<file path="src/rtl/rr_bit_scheduler.sv">
// Round-robin grant scheduler: picks the lowest requester at or above a rotating pointer
// and offers it as index plus one-hot on a valid/ready handshake, one grant per cycle.
module rr_bit_scheduler #(
    parameter int N    = 24,
    parameter int IDXW = $clog2(N),
    parameter int CNTW = 16
) (
    input  logic            clk,
    input  logic            reset_l,
    input  logic            en,
    input  logic [N-1:0]    req,
    input  logic            gnt_ready,
    output logic            gnt_valid,
    output logic [IDXW-1:0] gnt_idx,
    output logic [N-1:0]    gnt_onehot,
    output logic [CNTW-1:0] gnt_count
);

    typedef enum logic [0:0] {
        ST_IDLE  = 1'b0,
        ST_GRANT = 1'b1
    } state_t;

    localparam logic [IDXW-1:0] LAST_IDX = IDXW'(N - 1);
    localparam logic [IDXW-1:0] IDX_ONE  = IDXW'(1);
    localparam logic [CNTW-1:0] CNT_ONE  = CNTW'(1);
    localparam logic [N-1:0]    OH_ONE   = N'(1);

    state_t          state_q, state_d;
    logic [IDXW-1:0] ptr_q, ptr_d;
    logic [IDXW-1:0] gnt_idx_q, gnt_idx_d;
    logic [N-1:0]    gnt_onehot_q, gnt_onehot_d;
    logic [CNTW-1:0] gnt_count_q, gnt_count_d;

    logic            accept_s;
    logic            any_s;
    logic [IDXW-1:0] ptr_nxt_s;
    logic [IDXW-1:0] search_ptr_s;
    logic [IDXW-1:0] hi_idx_s;
    logic            hi_found_s;
    logic [IDXW-1:0] lo_idx_s;
    logic [IDXW-1:0] cand_s;

    assign accept_s  = (state_q == ST_GRANT) && gnt_ready;
    assign any_s     = |req;
    assign ptr_nxt_s = (gnt_idx_q == LAST_IDX) ? {IDXW{1'b0}} : (gnt_idx_q + IDX_ONE);
    // On an accept the search already uses the post-accept pointer so back-to-back grants rotate.
    assign search_ptr_s = accept_s ? ptr_nxt_s : ptr_q;

    // Candidate search: lowest set bit at/above the pointer, else lowest set bit overall.
    always_comb begin
        hi_found_s = 1'b0;
        hi_idx_s   = {IDXW{1'b0}};
        lo_idx_s   = {IDXW{1'b0}};
        for (int i = N - 1; i >= 0; i--) begin
            if (req[i]) begin
                lo_idx_s = IDXW'(i);
                if (IDXW'(i) >= search_ptr_s) begin
                    hi_found_s = 1'b1;
                    hi_idx_s   = IDXW'(i);
                end else begin
                    hi_found_s = hi_found_s;
                end
            end else begin
                lo_idx_s = lo_idx_s;
            end
        end
        cand_s = hi_found_s ? hi_idx_s : lo_idx_s;
    end

    // Next-state and grant register logic.
    always_comb begin
        state_d      = state_q;
        ptr_d        = ptr_q;
        gnt_idx_d    = gnt_idx_q;
        gnt_onehot_d = gnt_onehot_q;
        gnt_count_d  = gnt_count_q;
        case (state_q)
            ST_IDLE: begin
                if (en && any_s) begin
                    state_d      = ST_GRANT;
                    gnt_idx_d    = cand_s;
                    gnt_onehot_d = OH_ONE << cand_s;
                end else begin
                    state_d      = ST_IDLE;
                    gnt_onehot_d = {N{1'b0}};
                end
            end
            ST_GRANT: begin
                if (gnt_ready) begin
                    gnt_count_d = gnt_count_q + CNT_ONE;
                    ptr_d       = ptr_nxt_s;
                    if (en && any_s) begin
                        state_d      = ST_GRANT;
                        gnt_idx_d    = cand_s;
                        gnt_onehot_d = OH_ONE << cand_s;
                    end else begin
                        state_d      = ST_IDLE;
                        gnt_onehot_d = {N{1'b0}};
                    end
                end else begin
                    state_d = ST_GRANT;
                end
            end
            default: begin
                state_d      = ST_IDLE;
                gnt_onehot_d = {N{1'b0}};
            end
        endcase
    end

    // State and output registers.
    always_ff @(posedge clk or negedge reset_l) begin
        if (!reset_l) begin
            state_q      <= ST_IDLE;
            ptr_q        <= {IDXW{1'b0}};
            gnt_idx_q    <= {IDXW{1'b0}};
            gnt_onehot_q <= {N{1'b0}};
            gnt_count_q  <= {CNTW{1'b0}};
        end else begin
            state_q      <= state_d;
            ptr_q        <= ptr_d;
            gnt_idx_q    <= gnt_idx_d;
            gnt_onehot_q <= gnt_onehot_d;
            gnt_count_q  <= gnt_count_d;
        end
    end

    assign gnt_valid  = (state_q == ST_GRANT);
    assign gnt_idx    = gnt_idx_q;
    assign gnt_onehot = gnt_onehot_q;
    assign gnt_count  = gnt_count_q;

endmodule

</file>
<file path="config.mk">
export PLATFORM = sky130hd
export DESIGN_NAME = rr_bit_scheduler
export DESIGN_NICKNAME = d
export VERILOG_FILES = /design/src/rtl/rr_bit_scheduler.sv
export SDC_FILE = /design/constraint.sdc
export NUM_CORES = 1
export LEC_CHECK = 0
export CAP_MARGIN = 15
export CELL_PAD_IN_SITES_DETAIL_PLACEMENT = 2
export CELL_PAD_IN_SITES_GLOBAL_PLACEMENT = 2
export CORE_MARGIN = 5
export CORE_UTILIZATION = 32
export DETAILED_ROUTE_END_ITERATION = 10
export PLACE_DENSITY_LB_ADDON = 0.2
export SYNTH_ARGS = -nofsm -noshare
export SYNTH_HDL_FRONTEND = slang
export SYNTH_SLANG_ARGS = --single-unit
</file>
<file path="constraint.sdc">
create_clock -name clk -period 8.8 [get_ports clk]
set_input_delay 1.32 -clock clk [delete_from_list [all_inputs] [get_ports clk]]
set_output_delay 1.32 -clock clk [all_outputs]
set_load 0.03 [all_outputs]
</file>
==> results.cfg <==
[critical_path]
cp_max_fo = 23
cpPeakStageDelay_ns = 0.92
required_ns = 9.00
cp_cell_sequence = clkdlybuf4s50_1, and2_1, a21o_1, o32ai_1, a2111oi_0, o22ai_1, o31ai_1, a21oi_1, o31ai_1
critPathKind = in -> reg
cpMaxStageDelayCell = o31ai_1
end_kind = flop
worstSetupStartpointType = primary input
crit_top_cell = o31ai_1
crit_arrival_ns = 6.02

[final_layout]
nets = 477
drive_gt1_share_pct = 4.911
stdcell_count = 584
diodes = 0
areaGrowthSynthToFinish_pct = 28.70
design_area_um2 = 4264

[sta]
timing.hold.ws_ns = 0.4909
min_period_over_period_pct = 66.06
setup_viol = 0
period_needed_ns = 5.814
max_freq_mhz = 172.0
slew_headroom_pct = 24.56
final.setup.tns_ns = 0
report.final.slew_viol_count = 0
worst_pin_slew_ns = 1.122
rsz0062_at_grt = no
timing.final.ws_setup_ns = 2.986
clock_skew_ns = 0.008314
timing_hold_violations_final = 0

[die]
dieHeight_um = 111.8
die_width_um = 111.8
boundaryPins = 74
die_area_um2 = 12490
core_um2 = 10230
initial_utilization_pct = 32.38
num_rows = 37

[global_route]
grt_max_degree = 52
antenna_found_initial = 0
track_usage_pct = 19.98
grt_pass1_vias = 3647
grt_pass1_wl_um = 20250
gr-total-overflow = 0

[cts]
cts_buffer_depth = 2
cts_root_buf = clkbuf_8
cts_sinks = 51
htreeDepth = 2
clk_pin_slew_ns = 0.10
post_cts_buffers = 0
numCtsBuffers = 5
clkLatencyLatePin_ns = 0.31
hold_buffers = 0
cts_resized = 0
cts_tree = built

[placed_design]
place_congestion = 0.8918
pre_cts_slack_ns = 2.751
post-place-cells = 576
placed_area_um2 = 4143
portBuffers = 73
detailed_place_hpwl_um = 9760

[synthesis]
synth_top_area_share_pct = 38.52
synth_async_sr_flop_share_pct = 100.0
syn_area_um2 = 3313
synth_edf_count = 0
yosysSeqAreaShare_pct = 38.52
synthTopCellsByArea = dfrtp_1 39%, o31ai_1 6.1%, nand2_1 5.2%
netlist_instances = 381
ys_ff_latch = 51
synth_top_area_cell = dfrtp_1
synth.distinct_cells = 64
yosysWarnings = 0
ys.flop_type = dfrtp_1
avgSynthCellArea_um2 = 8.696
synth_nets = 411

[pwr]
p_per_area_nw_per_um2 = 279.7
irDropWorstVdd_v = 0.0001124
leakage_nw = 1.719

[route]
route.detailed.drc = 0
vias_per_cell = 5.813
ant_nets = 0
first_iter_violations = 209
drt_pre_antenna_iters = 4
wl_um = 12460
vias = 3395
wl_per_cell_um = 21.33

[hold_path]
hold_path.class = reg -> reg

[run_status]
outcome = finished clean

[run]
maxCapViolCount = 0
==> cell usage after synthesis, drive strengths merged, types with 3 or more instances <==
cell	count
dfrtp	51
nand2	47
o31ai	27
nor2	26
o21ai	21
a21oi	16
inv	15
xnor2	13
nand3	12
buf	11
nor3	9
and3	8
a211oi	7
a32o	7
nand2b	7
a21o	6
a31oi	6
clkbuf	6
nor4	6
or4	6
a211o	4
a221oi	4
o21a	4
o21bai	4
a2111oi	3
a21boi	3
a22oi	3
a41oi	3
and2	3
and4b	3
nor2b	3
or2	3
xor2	3
==> critical path: cells and delay by family <==
| family | cells | cell delay (ns) |
|---|---|---|
| compound gates | 7 | 3.56 |
| buf+inv | 1 | 0.66 |
| simple gates | 1 | 0.48 |
==> metal layers <==
layer  share of wire, %  track usage (%)  up-vias
met5                  0                0        -
met4                1.8            5.353        0
met3                4.6            2.554       17
met2                 48            32.97       86
met1                 45            27.62     1714
li1                   -                -     1578
==> kinds of logic (layout without fill, tap and decap cells) <==
| kind of cell | after synthesis | count (layout) | synth area share (%) |
|---|---|---|---|
| simple gates | 141 | 141 | 21.34 |
| compound gates | 136 | 136 | 29.68 |
| flops | 51 | 51 | 38.52 |
| buf+inv | 32 | 99 | 4.531 |
| xor+xnor | 16 | 16 | 4.230 |
| mux | 3 | 3 | 0.9441 |
| fa+ha+maj | 2 | 2 | 0.7552 |
==> flip-flops by register name, indices dropped and copies added (netlist names) <==
signal / flops
gnt_onehot: 24
gnt_count: 16
gnt_idx: 5
ptr_q: 5
gnt_valid: 1
==> path summary, 6_finish.rpt <==
check | from | endpoint | slack (ns) | cells past startpoint
worst max-delay path | gnt_ready | gnt_onehot[7] | 2.99 | 9
worst min-delay path | gnt_count[15] | gnt_count[15] | 0.49 | 1
worst max register to register | gnt_idx[0] | gnt_onehot[7] | 4.09 | 9
worst min register to register | gnt_count[15] | gnt_count[15] | 0.49 | 1
max in group asynchronous | reset_l | gnt_onehot[23] | 7.22 | 2
min in group asynchronous | reset_l | gnt_count[5] | 1.12 | 2
==> layout by cell type, fill, tap and decap left out, types with 4 or more instances in the layout <==
cell type        instances
a21o_1                   6
a211o_1                  4
nand2b_1                 7
inv_1                   14
o31ai_1                 26
and3_1                   8
nor2_1                  26
a21oi_1                 16
a31oi_1                  6
nand3_1                 12
o21a_1                   4
o21bai_1                 4
clkdlybuf4s50_1         72
o21ai_0                 19
nand2_1                 46
or4_1                    5
nor3_1                   9
a221oi_1                 4
dfrtp_1                 51
xnor2_1                 13
a32o_1                   7
clkbuf_8                 6
a211oi_1                 7
nor4_1                   6
==> cell type report <==
type	count	area, µm²
Clock inverter	2	38.79
Multi-Input combinational cell	298	1892
Clock buffer	6	82.58
Tap cell	136	170.2
Sequential cell	51	1276
Timing Repair Buffer	76	748.2
Inverter	15	56.30
Fill cell	1155	5967
==> metrics by stage <==
| step | power, mW | util (%) |
|---|---|---|
| floorplan | 0.7697 | - |
| global placement | 0.9907 | 40.49 |
| detailed placement | 1.014 | 40.49 |
| CTS | 1.199 | 41.68 |
| global route | 1.272 | 41.68 |
| finish | 1.192 | 41.68 |
==> power by group <==
group          switching (mW)  leakage, nW  internal, mW  total [mW]
sequential             0.0548        0.680         0.283       0.338
clock                  0.0831       0.0618        0.0937       0.177
combinational           0.447        0.977         0.231       0.678
Note: power is estimated with default switching activity, not from simulation.
